$ cat config.mk
export PLATFORM = sky130hd
export DESIGN_NAME = sseg_scan_ctrl_flat
export DESIGN_NICKNAME = d
export VERILOG_FILES = /design/src/rtl/sseg_scan_ctrl_if.sv /design/src/rtl/sseg_scan_ctrl.sv /design/src/flat_wrapper.sv
export SDC_FILE = /design/constraint.sdc
export NUM_CORES = 1
export LEC_CHECK = 0
export ABC_CLOCK_PERIOD_IN_PS = 8700
export BUFFER_PORTS_ARGS = -buffer_cell sky130_fd_sc_hd__buf_2
export CAP_MARGIN = 20
export CORE_ASPECT_RATIO = 0.5
export CORE_MARGIN = 8
export CORE_UTILIZATION = 45
export CTS_CLUSTER_DIAMETER = 30
export DETAILED_ROUTE_END_ITERATION = 6
export HOLD_SLACK_MARGIN = 0.12
export SLEW_MARGIN = 15
export SYNTH_ARGS = -nofsm -noshare
export SYNTH_HDL_FRONTEND = slang
export SYNTH_SLANG_ARGS = --single-unit
$ cat constraint.sdc
create_clock -name clk -period 8.7 [get_ports clk]
set_clock_uncertainty 0.2 [all_clocks]
set_input_delay 1.305 -clock clk [delete_from_list [all_inputs] [get_ports clk]]
set_output_delay 1.305 -clock clk [all_outputs]
set_load 0.05 [all_outputs]
$ cat src/rtl/sseg_scan_ctrl_if.sv
// rtl/sseg_scan_ctrl_if.sv - display bus between a host and the seven-segment scan controller
// Purpose: bundles the display request inputs and the scanned outputs of sseg_scan_ctrl.
// Signals (host -> controller): en, load, hex_mode, digit_data, dp_in, blank_in, blink_in, bright
// Signals (controller -> host): sseg, dp, an, frame_start, load_ack
// Modports: master = host side, slave = controller side.
interface sseg_scan_ctrl_if #(
  parameter int N_DIG = 4
);
  logic               en;
  logic               load;
  logic               hex_mode;
  logic [7*N_DIG-1:0] digit_data;
  logic [N_DIG-1:0]   dp_in;
  logic [N_DIG-1:0]   blank_in;
  logic [N_DIG-1:0]   blink_in;
  logic [3:0]         bright;
  logic [6:0]         sseg;
  logic               dp;
  logic [N_DIG-1:0]   an;
  logic               frame_start;
  logic               load_ack;

  modport master (
    output en, load, hex_mode, digit_data, dp_in, blank_in, blink_in, bright,
    input  sseg, dp, an, frame_start, load_ack
  );

  modport slave (
    input  en, load, hex_mode, digit_data, dp_in, blank_in, blink_in, bright,
    output sseg, dp, an, frame_start, load_ack
  );
endinterface

$ cat src/rtl/sseg_scan_ctrl.sv
// rtl/sseg_scan_ctrl.sv - multiplexed seven-segment scan controller with tear-free shadow load
// Purpose: scans N_DIG active-low digits with a 2^DIV_W cycle dwell, 16-level PWM brightness,
//          per-digit blank/blink/decimal point, and a shadow register promoted only at frame wrap.
// Ports:
//   clk  - single clock, all state on its rising edge
//   rst  - asynchronous active-low reset
//   bus  - sseg_scan_ctrl_if slave modport (display inputs, segment/anode outputs, pulses)
module sseg_scan_ctrl #(
  parameter int N_DIG   = 4,
  parameter int DIV_W   = 18,
  parameter int BLINK_W = 6
) (
  input  logic            clk,
  input  logic            rst,
  sseg_scan_ctrl_if.slave bus
);
  localparam int IDX_W = $clog2(N_DIG);

  typedef struct packed {
    logic [7*N_DIG-1:0] data;
    logic [N_DIG-1:0]   dp;
    logic [N_DIG-1:0]   blank;
    logic [N_DIG-1:0]   blink;
    logic               hex;
    logic [3:0]         bright;
  } disp_t;

  // Out of reset every digit is blanked, so the display stays dark until a load is promoted.
  localparam disp_t ACTIVE_RST = '{data: '0, dp: '0, blank: '1, blink: '0, hex: 1'b0, bright: 4'd0};

  logic [DIV_W-1:0]   div_q, div_d;
  logic [IDX_W-1:0]   idx_q, idx_d;
  logic [BLINK_W-1:0] blink_q, blink_d;
  logic               pend_q, pend_d;
  disp_t              shadow_q, shadow_d;
  disp_t              active_q, active_d;
  logic [6:0]         sseg_q, sseg_d;
  logic               dp_q, dp_d;
  logic [N_DIG-1:0]   an_q, an_d;

  logic       div_wrap, frame_start, promote;
  disp_t      capture;
  logic [6:0] slot, seg;
  logic       cur_dp, cur_blank, cur_blink, lit;

  function automatic logic [6:0] hex_decode(input logic [3:0] nib);
    case (nib)
      4'h0: hex_decode = 7'h40;
      4'h1: hex_decode = 7'h79;
      4'h2: hex_decode = 7'h24;
      4'h3: hex_decode = 7'h30;
      4'h4: hex_decode = 7'h19;
      4'h5: hex_decode = 7'h12;
      4'h6: hex_decode = 7'h02;
      4'h7: hex_decode = 7'h78;
      4'h8: hex_decode = 7'h00;
      4'h9: hex_decode = 7'h10;
      4'hA: hex_decode = 7'h08;
      4'hB: hex_decode = 7'h03;
      4'hC: hex_decode = 7'h46;
      4'hD: hex_decode = 7'h21;
      4'hE: hex_decode = 7'h06;
      default: hex_decode = 7'h0E;
    endcase
  endfunction

  always_comb begin : ctrl
    div_wrap    = bus.en && (&div_q);
    frame_start = div_wrap && (idx_q == IDX_W'(N_DIG - 1));
    promote     = frame_start && pend_q;
  end

  always_comb begin : next_state
    capture.data   = bus.digit_data;
    capture.dp     = bus.dp_in;
    capture.blank  = bus.blank_in;
    capture.blink  = bus.blink_in;
    capture.hex    = bus.hex_mode;
    capture.bright = bus.bright;

    div_d = bus.en ? div_q + DIV_W'(1) : div_q;
    idx_d = idx_q;
    // Explicit wrap at N_DIG-1 so non-power-of-two digit counts never visit unused indices.
    if (div_wrap) begin
      idx_d = frame_start ? '0 : idx_q + IDX_W'(1);
    end
    blink_d = frame_start ? blink_q + BLINK_W'(1) : blink_q;

    // Promotion uses the shadow as it was before this cycle's capture, so a load landing on
    // the promoting edge stays pending for the following frame.
    active_d = promote ? shadow_q : active_q;
    shadow_d = bus.load ? capture : shadow_q;
    pend_d   = bus.load || (pend_q && !promote);
  end

  always_comb begin : display
    slot      = 7'h7F;
    cur_dp    = 1'b0;
    cur_blank = 1'b1;
    cur_blink = 1'b0;
    for (int k = 0; k < N_DIG; k++) begin
      if (idx_q == IDX_W'(k)) begin
        slot      = active_q.data[7*k +: 7];
        cur_dp    = active_q.dp[k];
        cur_blank = active_q.blank[k];
        cur_blink = active_q.blink[k];
      end
    end
    seg = active_q.hex ? hex_decode(slot[3:0]) : slot;
    // PWM compares the top divider nibble against brightness: duty of (bright+1)/16 per dwell.
    lit = !cur_blank
       && (div_q[DIV_W-1 -: 4] <= active_q.bright)
       && !(cur_blink && blink_q[BLINK_W-1]);
    sseg_d = lit ? seg : 7'h7F;
    dp_d   = lit ? !cur_dp : 1'b1;
    an_d   = lit ? ~(N_DIG'(1) << idx_q) : '1;
  end

  always_ff @(posedge clk or negedge rst) begin
    if (!rst) begin
      div_q    <= '0;
      idx_q    <= '0;
      blink_q  <= '0;
      pend_q   <= 1'b0;
      shadow_q <= '0;
      active_q <= ACTIVE_RST;
      sseg_q   <= 7'h7F;
      dp_q     <= 1'b1;
      an_q     <= '1;
    end else begin
      div_q    <= div_d;
      idx_q    <= idx_d;
      blink_q  <= blink_d;
      pend_q   <= pend_d;
      shadow_q <= shadow_d;
      active_q <= active_d;
      sseg_q   <= sseg_d;
      dp_q     <= dp_d;
      an_q     <= an_d;
    end
  end

  assign bus.sseg        = sseg_q;
  assign bus.dp          = dp_q;
  assign bus.an          = an_q;
  assign bus.frame_start = frame_start;
  assign bus.load_ack    = promote;
endmodule

$ cat src/flat_wrapper.sv
// flat-port wrapper written by rule: the top's interface ports become plain ports
module sseg_scan_ctrl_flat 
#(
  parameter int N_DIG   = 4,
  parameter int DIV_W   = 18,
  parameter int BLINK_W = 6
)
  (clk, rst, bus_en, bus_load, bus_hex_mode, bus_digit_data, bus_dp_in, bus_blank_in, bus_blink_in, bus_bright, bus_sseg, bus_dp, bus_an, bus_frame_start, bus_load_ack);
  sseg_scan_ctrl_if #(.N_DIG(N_DIG)) bus_i ();
  input  logic clk;
  input  logic rst;
  input wire logic [$bits(bus_i.en)-1:0] bus_en;
  input wire logic [$bits(bus_i.load)-1:0] bus_load;
  input wire logic [$bits(bus_i.hex_mode)-1:0] bus_hex_mode;
  input wire logic [$bits(bus_i.digit_data)-1:0] bus_digit_data;
  input wire logic [$bits(bus_i.dp_in)-1:0] bus_dp_in;
  input wire logic [$bits(bus_i.blank_in)-1:0] bus_blank_in;
  input wire logic [$bits(bus_i.blink_in)-1:0] bus_blink_in;
  input wire logic [$bits(bus_i.bright)-1:0] bus_bright;
  output wire logic [$bits(bus_i.sseg)-1:0] bus_sseg;
  output wire logic [$bits(bus_i.dp)-1:0] bus_dp;
  output wire logic [$bits(bus_i.an)-1:0] bus_an;
  output wire logic [$bits(bus_i.frame_start)-1:0] bus_frame_start;
  output wire logic [$bits(bus_i.load_ack)-1:0] bus_load_ack;
  assign bus_i.en = bus_en;
  assign bus_i.load = bus_load;
  assign bus_i.hex_mode = bus_hex_mode;
  assign bus_i.digit_data = bus_digit_data;
  assign bus_i.dp_in = bus_dp_in;
  assign bus_i.blank_in = bus_blank_in;
  assign bus_i.blink_in = bus_blink_in;
  assign bus_i.bright = bus_bright;
  assign bus_sseg = bus_i.sseg;
  assign bus_dp = bus_i.dp;
  assign bus_an = bus_i.an;
  assign bus_frame_start = bus_i.frame_start;
  assign bus_load_ack = bus_i.load_ack;
  sseg_scan_ctrl #(.N_DIG(N_DIG), .DIV_W(DIV_W), .BLINK_W(BLINK_W)) u_core (.clk(clk), .rst(rst), .bus(bus_i));
endmodule
### Yosys cells after proc, flatten, opt, wreduce, memory -nomap -nowiden

Memories as Yosys holds them, arrays and structs flattened.
Index checks and enable logic that the tools add are counted.

| storage, ports and cells | value |
|---|---|
| bits in registers | 129 |
| ROM bits | 112 |
| bits of input ports | 49 |
| logic and storage cells | 64 |
| output and inout bits | 14 |
| memories | 1 |

Memory list:

| memory | words | width | read ports | clocked after Yosys merged registers in | write ports | RTL line | text |
|---|---|---|---|---|---|---|---|
| (name not given) | 16 | 7 | 1 | 0 | 0 | sseg_scan_ctrl.sv:47 | `case (nib)` |

| operators by class | value |
|---|---|
| reductions and logical operators | 14 |
| shift operators | 1 |
| eq/ne operators | 3 |
| multiplexer cells | 21 |
| magnitude comparators | 1 |
| bitwise gates (word level) | 1 |
| add/subtract/negate cells | 3 |

Operators with widths:

| cell | number |
|---|---|
| 2-to-1 mux 7 bit | 6 |
| adder 18 x 1 -> 18 bit (second input constant) | 1 |
| AND reduction 18 bit | 1 |
| 2-to-1 mux 1 bit | 13 |
| logical AND 1 bit | 7 |
| adder 6 x 1 -> 6 bit (second input constant) | 1 |
| == test 2 bit (second input constant) | 2 |
| less-or-equal comparator 4 bit | 1 |
| zero test 1 bit | 4 |
| 2-to-1 mux 4 bit | 1 |
| NOT 4 bit | 1 |
| left shift 1 x 2 -> 4 bit (first input constant) | 1 |
| adder 2 x 1 -> 2 bit (second input constant) | 1 |
| == test 2 x 1 -> 1 bit (second input constant) | 1 |
| zero test 2 bit | 1 |
| 2-to-1 mux 2 bit | 1 |
| logical OR 1 bit | 1 |

### Longest topological paths before layout

Gate-level depths: netlist of the first run.

| depth | value |
|---|---|
| depth after elaboration | 9 |
| depth in mapped cells | 12 |
| depth with buffers taken out | 11 |

### Worst setup path after synthesis of the first run

No wires, ideal clock.

| timing path | value |
|---|---|
| path kind | input -> output |
| start | input bus_en |
| end | output bus_load_ack |
| cell stages on the path | 3 |
| buffers on the path | 0 |
| arrival time | 2564 ps |
| slack | 4631 ps |
| cell sequence | and4_4 -> and4_1 -> and2_1 |

| on the way | value |
|---|---|
| cells in the longest elaborated chain, start to end | 3 |

Ends and longest elaborated chain:

| what | RTL line | text |
|---|---|---|
| start: declaration | flat_wrapper.sv:12 | `input wire logic [$bits(bus_i.en)-1:0] bus_en;` |
| logical AND 1 bit | sseg_scan_ctrl.sv:68 | `div_wrap = bus.en && (&div_q);` |
| logical AND 1 bit | sseg_scan_ctrl.sv:69 | `frame_start = div_wrap && (idx_q == IDX_W'(N_DIG - 1));` |
| net bus_frame_start | flat_wrapper.sv:23 | `output wire logic [$bits(bus_i.frame_start)-1:0] bus_frame_start;` |
| logical AND 1 bit | sseg_scan_ctrl.sv:70 | `promote = frame_start && pend_q;` |
| end: declaration | flat_wrapper.sv:24 | `output wire logic [$bits(bus_i.load_ack)-1:0] bus_load_ack;` |

The timed path passes the listed nets, and every way through them passes these cells.

### Worst setup path after layout of the first run

| timing path | value |
|---|---|
| start | input bus_en |
| end | output bus_load_ack |

| on the way | value |
|---|---|
| cells in the longest elaborated chain, start to end | 3 |

Ends and longest elaborated chain:

| what | RTL line |
|---|---|
| logical AND 1 bit | sseg_scan_ctrl.sv:68 |
| logical AND 1 bit | sseg_scan_ctrl.sv:69 |
| logical AND 1 bit | sseg_scan_ctrl.sv:70 |

Every way passes these cells.

==> results summary, run 1 <==
The total overflow left after global routing is 0. Dividing total power by cell area gives a power density of 210.8 nW/um2. The layer carrying the most global-route usage is met2. TritonCTS built the clock tree. The number of antenna violations at the first check in global routing came out at 0.

Counting instances in the post-synthesis netlist gives the leading cell types as dfrtp_1 (113), mux2_2 (54), mux2_4 (40). The routed wirelength normalized by instance count came out at 17.03 um. The number of enable flip-flop cells after synthesis came out at 0. The number of sinks on the clock net came out at 129. The final core area utilization is 54.40%. OpenSTA, run right after detailed placement, puts the worst setup slack at 4.866 ns. The die covers 17010 um2. The area of the multi-input gates is 2394 um2. For the pin with the worst max-slew slack, the measured transition is 0.8500 ns. The count of endpoints failing hold in the final timing report is 0. The number of gates resized after cts is 0. The run finished with clean final reports. The most used flip-flop cell after synthesis is dfrtp_1. The tree is rooted in a clkbuf_16. The worst path in the final design needs a cycle of 3.828 ns, including I/O delays and setup. Registers take 3248 um2. The maximum buffer depth of the clock tree is 2. The count of buffers added by post-CTS timing repair for setup is 0. Once routing completed, OpenROAD measured the worst setup slack at 4.872 ns. The tool flagged a number of max-cap violations equal to 0. The synthesized design spends more area on one cell type than any other, namely dfrtp_1. In the routed layout, each cell is associated on average with a via count of 5.204.

The cell area after synthesis came out at 5806 um2. The met3 track demand over resource in global routing came out at 4.190%. The number of pins exceeding their max-slew limit in the final report is 0.

The number of cells produced by synthesis came out at 413. From synthesis to final layout, the design area changed by 18.32%. The source-to-sink clock delay at the later pin of the worst-skew pair is 0.41 ns. The worst-case headroom to the max-slew limit is 43.33%. The final setup violation count came out at 0. The number of placement rows is 29. The number of inserted filler cells in the final layout came out at 1072. Sequential cells were found to cover 55.95% of the synthesized design area.

The initial detailed-routing violation count is 146. The data arrival time at the worst-slack endpoint is 2.32 ns. The I/O pin total came out at 63. The number of clock buffers added by TritonCTS is 17. The number of different library cells in the post-synthesis netlist came out at 54. The largest net degree at the start of global routing came out at 83. The share of Yosys cell area claimed by the top area cell type is 48.71%.

The final cycle utilization of the critical path came out at 44.00%. The min-delay analysis places its worst path in the category reg -> reg. The post-synthesis sequential element count is 129. In the synthesized netlist the async set-or-reset flop fraction comes to 100.0%. The critical-path maximum fanout is 5. The final weighted congestion in routability-driven placement came out at 0.8618. The detailed-route via count is 3445. The critical path is of the in -> out type. Based on the critical path, the design can be clocked at up to 0.2613 GHz. STA classifies the critical path endpoint as an output pin. The post-detailed-placement half-perimeter wirelength is 7.756 mm. The reported leakage power came out at 3.336 nW. The met1 global-route usage is 18.57%. The met2 routing resource usage after global routing is 22.40%. The routed wire length is 11.27 mm. The count of nets after finishing is 545. The mean instance size in the synthesized netlist came out at 14.06 um2. Data on the critical path is required at its endpoint by 7.19 ns.

The number of global-route vias before repair came out at 3628. The net count after synthesis came out at 478. Measured along the x axis, the die boundary spans 176.6 um. The first-pass GRT wire length is 18.73 mm. The kind of launch point of the worst setup path is a primary input. The global routing usage summed across all routing layers came out at 14.14%. The y dimension of the die came out at 96.32 um. The worst-case vdd ir drop came out at 0.0001200 V. The count of unresolved DRC violations after routing came out at 0.

The starting utilization of the core area is 45.98%. The total number of H-tree levels is 4. The core area is 12630 um2.

The synthesis warning total came out at 0. By area the synthesized netlist is led by dfrtp_1 (49%), mux2_2 (10%), mux2_4 (10%). The quantity of I/O buffers inserted on ports is 62. 0 antenna diodes ended up in the layout. In this run the remaining antenna-violating nets after routing total 0. The proportion of layout cells with a drive suffix above 1 is 43.70%.

The hold buffer count at CTS is 0. The detailed-router iteration count before antenna repair came out at 4. After clock tree synthesis, the clock-pin slew on the worst setup and hold paths is 0.06 ns. Setup repair after global routing left no endpoint under its margin. Summed over all failing endpoints, the final setup total negative slack is 0 ns. Yosys instantiated no cell more often than dfrtp_1.
[final timing paths]
kind / startpoint / end / slack (ns) / cells past startpoint
max reg2reg: u_core.idx_q[1] / u_core.bus.sseg[5] / 5.12 / 10
min: u_core.div_q[6] / u_core.div_q[6] / 0.27 / 1
max in group asynchronous: rst / u_core.bus.an[1] / 6.33 / 3
min in group asynchronous: rst / u_core.shadow_q[22] / 0.69 / 1
min reg2reg: u_core.div_q[6] / u_core.div_q[6] / 0.27 / 1
max: bus_en / bus_load_ack / 4.87 / 5
[cell type report]
class,instances,share of cell area (%)
clock buffer,22,7.049
clock inverter,9,1.548
inverter,15,0.8197
multi-input combinational,251,34.85
sequential,129,47.29
tap,170,3.097
timing repair buffer,66,5.355
[critical path: stages]
cell and delay, ns:
buf_2 0.13, and4_4 0.26, and4_1 0.24, and2_1 0.13, buf_2 0.25
[registers in the layout, summed over array words and instances (netlist names)]
signal           count
u_core.active_q     45
u_core.blink_q       6
u_core.bus.an        4
u_core.bus.dp        1
u_core.bus.sseg      7
u_core.div_q        18
u_core.idx_q         2
u_core.pend_q        1
u_core.shadow_q     45
[power by group]
| part | internal (mW) | total (mW) | switching, mW |
|---|---|---|---|
| sequential | 0.638 | 0.664 | 0.0262 |
| clock | 0.449 | 0.706 | 0.256 |
| combinational | 0.0444 | 0.0777 | 0.0333 |
[cell usage in the layout (no fill, tap or decap), types with 7 or more instances in the layout]
master | synthesis | routed
dfstp_2 | 16 | 16
clkbuf_16 | 0 | 17
nand3_1 | 11 | 11
nand4_1 | 9 | 9
mux2_4 | 40 | 40
buf_2 | 2 | 61
and3_1 | 7 | 7
ha_1 | 16 | 16
mux2_2 | 54 | 54
inv_1 | 14 | 14
dfrtp_1 | 113 | 113
xnor2_1 | 17 | 17
nand2_1 | 17 | 17
[cell families after synthesis]
family / Yosys count / synth area share, %
adders and majority gates: 16 / 3.448
AOI/OAI and AO/OA: 50 / 6.853
xor gates and xnor gates: 22 / 3.319
DFF: 129 / 55.95
buffers and inverters: 33 / 2.823
muxes: 95 / 20.99
and+or+nand+nor: 68 / 6.617
[metal layers]
layer / routed length, um / part of all wire (%)
met1: 5617 / 50
met2: 5183 / 46
met3: 334 / 3.0
met4: 138 / 1.2
met5: 0 / 0
[per-stage QoR]
stage          total power [mW]  hold slack, ns  cells  cell area [um2]
2_1_floorplan            0.7150          0.2380    413             5806
3_3_place_gp             0.7501          0.2572    629             6238
3_5_place_dp             0.7533          0.2639    629             6238
4_1_cts                   1.462          0.2761    660             6829
5_1_grt                   1.511          0.3038    662             6869
6_report                  1.448          0.2745    662             6869
(Power assumes the default switching activity.)
==> run 2, diff against run 1 <==
- ABC_AREA: default -> 1
- ABC_CLOCK_PERIOD_IN_PS: 8700 -> 3640
- clock period: 8.7 -> 3.64 ns (I/O delays scaled with it)
==> run 2 against run 1 <==
Net effect:
- combinational power grew to 2.8 times the previous value
- die area increased by 4.2%
- register-to-register slack got worse by 4.5 ns
- setup slack worse by 4.5 ns
- highest routed layer unchanged
==> results summary, run 2 <==
The relative area change from synthesis to final layout is 17.78% (was 18.32%). Critical path, cell by cell: ha_1, inv_1, nor2_8, nand2_8, inv_1, buf_2 (was buf_2, and4_4, and4_1, and2_1, buf_2). The worst-case vdd ir drop is 0.0002839 V (was 0.0001200 V). Run status: finished clean (unchanged). Top cells by count, synth: nand2_1 (173), dfrtp_1 (113), inv_1 (88) (was dfrtp_1 (113), mux2_2 (54), mux2_4 (40)). The clock transition at the registers of the reported paths is 0.06 ns (about the same).

The die extent in x came out at 180.5 um (was 176.6 um). The quantity of I/O buffers inserted on ports came to 62 (unchanged). The primary flip-flop cell chosen by synthesis mapping is dfrtp_1 (unchanged). The number of nets still failing antenna checks after routing came out at 0 (unchanged). The mean instance size in the synthesized netlist came out at 9.128 um2 (was 14.06 um2).

The setup TNS was 0 ns (unchanged). The required time at the endpoint of the critical path is 2.89 ns (was 7.19 ns). The kind of capture point of the worst setup path was an output pin (unchanged).

The worst setup timing slack at the placement stage is 0.6989 ns (was 4.866 ns). The reported leakage power came out at 3.559 nW (was 3.336 nW). The detailed-route via count came out at 4408 (was 3445). The total number of H-tree levels is 4 (unchanged). The number of buffers added by the clock tree synthesis step came out at 17 (unchanged). The source-to-sink clock delay at the later pin of the worst-skew pair came out at 0.41 ns (about the same). The mean number of vias per cell is 4.781 (was 5.204).

The fraction of synthesized area in multiplexers came out at 0.1850% (was 20.99%). The starting utilization of the core area is 45.56% (was 45.98%). The adder-cell share of the synthesized area came out at 3.288% (was 3.448%). The first-pass GRT wire length is 22.03 mm (was 18.73 mm). The global routing usage summed across all routing layers is 15.35% (was 14.14%).

The critical-path maximum fanout was 46 (was 5). The final critical path time including I/O delays and setup is 3.296 ns. The number of placement rows came out at 30 (was 29). The post-synthesis sequential element count came to 129 (unchanged).

The count of buffers added by post-CTS timing repair for setup is 0 (unchanged). The most frequently used cell type in the post-synthesis netlist is nand2_1 (was dfrtp_1). The number of antenna violations at the first check in global routing is 0 (unchanged). Largest registers in the final layout: u_core.active_q (45), u_core.shadow_q (45), u_core.div_q (18) (unchanged). The post-layout worst setup margin is 0.3435 ns (was 4.872 ns).

The largest net degree at the start of global routing came out at 68 (was 83). The count of unresolved DRC violations after routing is 0 (unchanged). The net count after synthesis is 732 (was 478). The post-detailed-placement half-perimeter wirelength came out at 9.187 mm (was 7.756 mm).

The fraction of the mapped netlist area in compound gates was 13.42% (was 6.853%). Biggest area contributors in the synthesized netlist: dfrtp_1 (46%), nand2_1 (11%), dfstp_2 (6.9%) (was dfrtp_1 (49%), mux2_2 (10%), mux2_4 (10%)). The final weighted congestion in routability-driven placement came to 0.8891 (was 0.8618). The die footprint is 17730 um2 (was 17010 um2). The final core area utilization is 53.66% (was 54.40%).

The TritonCTS clock tree is built (unchanged). The y dimension of the die was 98.25 um (was 96.32 um). The power per standard cell area came out at 503.3 nW/um2 (was 210.8 nW/um2). The sequential cell area fraction in the yosys report is 53.35% (was 55.95%). The initial detailed-routing violation count is 373 (was 146). The worst hold path class is in -> reg (was reg -> reg).

The maximum buffer depth of the clock tree is 2 (unchanged). The final setup violation count is 0 (unchanged). The max-capacitance violation count was 0 (unchanged). The number of enable flip-flop cells after synthesis came out at 0 (unchanged).

The commonest non-fill, non-tap cell in the layout is nand2_1 (was dfrtp_1). The number of cells produced by synthesis is 667 (was 413). The XOR/XNOR share of the synthesized area came out at 2.877% (was 3.319%). The remaining global-route overflow came out at 0 (unchanged). The routed wirelength normalized by instance count was 13.75 um (was 17.03 um).

The dominant cell type by count on the critical path is inv_1 (was buf_2). The count of endpoints failing hold in the final timing report came out at 0 (unchanged). Of the available clock period, the critical path in the final layout requires 90.56%.

The I/O pin total is 63 (unchanged). The number of different library cells in the post-synthesis netlist is 33 (was 54). The cell area after synthesis is 6088 um2 (was 5806 um2). The largest stage delay on the critical path is 0.48 ns (was 0.26 ns).

The worst-case headroom to the max-slew limit is 35.85% (was 43.33%). The simple logic cell fraction of the synthesized area is 18.60% (was 6.616%). The startpoint-to-endpoint class of the critical path was reg -> out (was in -> out). The number of pins exceeding their max-slew limit in the final report is 0 (unchanged). The number of global-route vias before repair is 4446 (was 3628).

The number of sinks on the clock net came out at 129 (unchanged). The data arrival time at the worst-slack endpoint is 2.55 ns (was 2.32 ns). The slew at the pin with the worst max-slew slack came out at 0.9623 ns (was 0.8500 ns). The synthesis warning total is 0 (unchanged). The share of Yosys cell area claimed by the top area cell type is 46.44% (was 48.71%). The slowest cell on the critical path was ha_1 (was and4_4).

The biggest area consumer among synthesized cells is dfrtp_1 (unchanged). The count of nets after finishing is 798 (was 545). The library cell used as clock root buffer is clkbuf_16 (unchanged). The diode insertion count for antenna repair is 0 (unchanged).

Setup repair after global routing missed its margin: no (unchanged). The kind of launch point of the worst setup path was a register (was primary input). The core area is 13360 um2 (was 12630 um2). The share of synthesized registers carrying an async set or reset came out at 100.0% (unchanged).

The main combinational cell family by area after synthesis is simple AND/OR/NAND/NOR gates (was multiplexers). Top library cells by usage in the layout, fill and taps aside: nand2_1 (173), dfrtp_1 (113), inv_1 (88) (was dfrtp_1 (113), buf_2 (61), mux2_2 (54)). The proportion of layout cells with a drive suffix above 1 came to 24.40% (was 43.70%). The routed wire length came out at 12.68 mm (was 11.27 mm). The maximum clock frequency is 0.3034 GHz. The detailed-router iteration count before antenna repair is 7 (was 4).
==> run 2: changes by cell type in the layout (fill, tap and decap cells not counted), sizes merged, moves of 19 or more <==
| cell | change |
|---|---|
| nand2 | +167 |
| inv | +79 |
| nand3 | +19 |
| o21ai | +97 |
| nor2 | +32 |
| mux2 | -93 |
==> run 2: area by class of cell <==
class | instances | area, um2
flip-flops and latches | 129 | 3248
inverters | 89 | 334.1
clock buffers | 18 | 429.2
fillers | 1265 | 6192
well taps | 176 | 220.2
multi-input cells | 425 | 2336
clock inverters | 14 | 202.7
repair buffers | 71 | 400.4
==> run 2: worst max-delay path: cells and delay by family (launching register included) <==
kind | cells | cell delay [ns]
buf+inv | 3 | 0.75
simple gates | 2 | 0.50
fa+ha+maj | 1 | 0.48
flops | 1 | 0.40
==> run 2: what timing repair did <==
item	CTS	global route
endpoints found under the hold margin	43	1
endpoints found under the setup margin	0	0
hold buffers	2	1
gates resized for setup	0	0
==> run 2: metrics by stage <==
stage	instance area [um2]	power [mW]	hold WS, ns	std cells
after global routing	7171	3.769	0.1283	922
final	7171	3.609	0.1341	922
after CTS	7161	3.656	0.1220	921
after floorplan	6088	1.716	0.05041	667
after global placement	6509	1.807	0.2673	887
after detailed placement	6509	1.815	0.2678	887
==> run 2: routing by layer <==
| layer | part of all wire [%] | track usage (%) | vias to the layer above |
|---|---|---|---|
| li1 | - | - | 2232 |
| met4 | 0.63 | 4.356 | 0 |
| met2 | 44 | 22.73 | 76 |
| met5 | 0 | 0 | - |
| met3 | 4.1 | 4.891 | 6 |
| met1 | 51 | 21.17 | 2094 |
==> run 2: kinds of logic after synthesis <==
kind of cell	after synthesis
flip-flops	129
AO/OA/AOI/OAI	125
adder cells (fa/ha/maj)	16
buffers and inverters	113
AND/OR/NAND/NOR	263
XOR/XNOR	20
multiplexers	1
==> run 2: report_power, final <==
| part | internal, mW | switching (mW) |
|---|---|---|
| combinational | 0.0840 | 0.137 |
| clock | 1.16 | 0.662 |
| sequential | 1.52 | 0.0494 |
==> run 2: path summary, 6_finish.rpt <==
| path | to | cells after the start | from | slack (ns) |
|---|---|---|---|---|
| max in group asynchronous | u_core.bus.sseg[3] | 3 | rst | 1.95 |
| worst max-delay path | bus_load_ack | 6 | u_core.idx_q[0] | 0.34 |
| worst max register to register | u_core.bus.sseg[0] | 12 | u_core.idx_q[0] | 0.67 |
| worst min register to register | u_core.active_q[12] | 2 | u_core.active_q[12] | 0.28 |
| worst min-delay path | u_core.shadow_q[34] | 3 | bus_digit_data[17] | 0.13 |
| min in group asynchronous | u_core.shadow_q[15] | 2 | rst | 0.47 |
==> run 3, diff against run 2 <==
- CORE_MARGIN: 8 -> default
==> run 3 against run 2 <==
Net effect:
- the run now ends with design-rule violations left
- total power decreased by 0.70%
- combinational power barely moved
- die area shrank 21%
- non-clock buffer count is 3 lower
- largest power group unchanged
- highest routed layer unchanged
==> results summary, run 3 (same netlist as run 2, synthesis figures left out) <==
The clock transition at the registers of the reported paths is 0.06 ns (about the same). The TritonCTS clock tree was built (unchanged). The number of placement rows is 29 (was 30). The setup TNS is 0 ns (unchanged).

The initial detailed-routing violation count is 235 (was 373). The slew at the pin with the worst max-slew slack is 0.9296 ns (was 0.9623 ns). Top library cells by usage in the layout, fill and taps aside: nand2_1 (173), dfrtp_1 (113), inv_1 (88) (unchanged).

The power per standard cell area is 502.8 nW/um2 (was 503.3 nW/um2). The first-pass GRT wire length is 21.46 mm (was 22.03 mm). Run status: complete, but fails checks (was finished clean). The met1 global-route usage came to 28.40% (was 21.17%). The count of nets after finishing is 795 (was 798). The commonest non-fill, non-tap cell in the layout is nand2_1 (unchanged).

The met2 routing resource usage after global routing came out at 27.96% (was 22.73%). The final critical path time including I/O delays and setup came out at 3.321 ns (was 3.296 ns). The number of pins exceeding their max-slew limit in the final report is 0 (unchanged). The number of global-route vias before repair came out at 4426 (was 4446). The detailed-router iteration count before antenna repair is 6 (was 7). The count of endpoints failing hold in the final timing report is 0 (unchanged). Critical path, cell by cell: ha_1, inv_1, nor2_8, nand2_8, inv_1, buf_2 (unchanged). The number of nets still failing antenna checks after routing is 0 (unchanged). The largest stage delay on the critical path came out at 0.52 ns (was 0.48 ns). The max-capacitance violation count came to 0 (unchanged). The worst-case vdd ir drop is 0.0002856 V (was 0.0002839 V).

The relative area change from synthesis to final layout is 17.08% (was 17.78%). The minimum hold slack was 0.1367 ns (was 0.1341 ns). The dominant cell type by count on the critical path is inv_1 (unchanged). The critical-path maximum fanout came out at 37 (was 46). The required time at the endpoint of the critical path came out at 2.89 ns (about the same). The core area is 12920 um2 (was 13360 um2). The final weighted congestion in routability-driven placement is 0.8490 (was 0.8891). The met3 track demand over resource in global routing came out at 5.139% (was 4.891%). The remaining global-route overflow came out at 0 (unchanged).

The post-detailed-placement half-perimeter wirelength came out at 8.517 mm (was 9.187 mm). The total number of H-tree levels was 4 (unchanged). The global routing usage summed across all routing layers is 19.38% (was 15.35%). The proportion of layout cells with a drive suffix above 1 was 24.09% (was 24.40%). The number of buffers added by the clock tree synthesis step came out at 17 (unchanged).

Largest registers in the final layout: u_core.active_q (45), u_core.shadow_q (45), u_core.div_q (18) (unchanged). The worst hold path class is in -> reg (unchanged). The kind of cell adding the most delay to the critical path is buffers and inverters (unchanged). The number of antenna violations at the first check in global routing came out at 0 (unchanged). The final cycle utilization of the critical path is 91.23% (was 90.56%). The mean number of vias per cell came out at 4.756 (was 4.781). The kind of capture point of the worst setup path is an output pin (unchanged). The number of sinks on the clock net is 129 (unchanged).

The kind of launch point of the worst setup path is a register (unchanged). The y dimension of the die came out at 84.25 um (was 98.25 um). Setup repair after global routing missed its margin: no (unchanged). The die footprint is 14030 um2 (was 17730 um2). The source-to-sink clock delay at the later pin of the worst-skew pair is 0.41 ns (about the same). The largest net degree at the start of global routing is 109 (was 68). The layer carrying the most global-route usage is met1 (was met2). The number of gates resized after cts was 0 (unchanged). The diode insertion count for antenna repair came out at 0 (unchanged). The I/O pin total is 63 (unchanged). The routed wirelength normalized by instance count is 13.43 um (was 13.75 um). The maximum buffer depth of the clock tree is 2 (unchanged). The routed wire length was 12.26 mm (was 12.68 mm).

The final setup violation count is 0 (unchanged). The data arrival time at the worst-slack endpoint is 2.57 ns (was 2.55 ns). The buffering stage count on the worst path with inverters included is 3 (unchanged). The starting utilization of the core area came out at 47.13% (was 45.56%). The startpoint-to-endpoint class of the critical path is reg -> out (unchanged). The count of unresolved DRC violations after routing is 1 (was 0).

The reported leakage power came out at 3.532 nW (was 3.559 nW). The maximum clock frequency came to 0.3011 GHz (was 0.3034 GHz). The die extent in x is 166.5 um (was 180.5 um).

The quantity of I/O buffers inserted on ports came out at 62 (unchanged). The library cell used as clock root buffer is clkbuf_16 (unchanged). The detailed-route via count came out at 4342 (was 4408). The worst-case headroom to the max-slew limit came to 38.03% (was 35.85%). The slowest cell on the critical path is ha_1 (unchanged). The final reports fail on design-rule violations.
run 3: cell types whose count changed in the layout (fill, tap and decap cells not counted):
cell           before  now
dlygate4sd3_1       3    1
clkinvlp_4          1    4
clkbuf_1            1    3
clkbuf_8            0    2
inv_6               5    0
buf_4               6    5
clkinv_4            3    0
clkinv_2            1    2
run 3: stage by stage:
step	cells	utilization (%)	area, um2	power (mW)	setup WS, ns
detailed placement	880	50.27	6494	1.816	0.6686
floorplan	667	-	6088	1.716	1.007
finish	913	55.18	7128	3.584	0.3193
CTS	913	55.18	7128	3.629	0.2971
global route	913	55.18	7128	3.740	0.1151
global placement	880	50.27	6494	1.806	0.8046
run 3: report_power, final:
part / leakage [nW] / internal [mW] / switching (mW) / total (mW)
logic: 1.61 / 0.0817 / 0.137 / 0.218
clock network: 0.292 / 1.18 / 0.618 / 1.80
registers: 1.63 / 1.52 / 0.0503 / 1.57
run 3: worst reg2reg max path: cells and delay by family, from the launching register on:
kind,cells,cell delay (ns)
DFF,1,0.40
buffers and inverters,3,0.55
adders and majority gates,2,0.74
and+or+nand+nor,7,1.06
run 3: final timing paths:
kind | startpoint | to | slack (ns) | cells past startpoint
min in group asynchronous | rst | u_core.div_q[2] | 0.37 | 2
max | u_core.idx_q[0] | bus_load_ack | 0.32 | 6
max in group asynchronous | rst | u_core.shadow_q[28] | 2.01 | 3
min reg2reg | u_core.active_q[11] | u_core.active_q[11] | 0.28 | 2
min | bus_digit_data[16] | u_core.shadow_q[33] | 0.14 | 3
max reg2reg | u_core.idx_q[0] | u_core.bus.sseg[0] | 0.62 | 12
run 3: metal layers:
metal / wire [um] / vias to the layer above
li1: - / 2232
met2: 5082 / 77
met1: 6597 / 2020
met3: 410 / 13
met5: 0 / -
met4: 168 / 0
run 3: area by class of cell:
| class | instances | area [um2] |
|---|---|---|
| inverters | 89 | 334.1 |
| well taps | 170 | 212.7 |
| clock buffers | 22 | 464.2 |
| multi-input cells | 425 | 2336 |
| flip-flops and latches | 129 | 3248 |
| fillers | 1176 | 5789 |
| clock inverters | 10 | 160.2 |
| repair buffers | 68 | 372.9 |
run 3: what timing repair did:
| action | 4_1_cts | 5_1_grt |
|---|---|---|
| endpoints found under the setup margin | 0 | 0 |
| hold endpoints to repair | 21 | 0 |
| setup buffers | 0 | 0 |
| hold buffers | 1 | 0 |
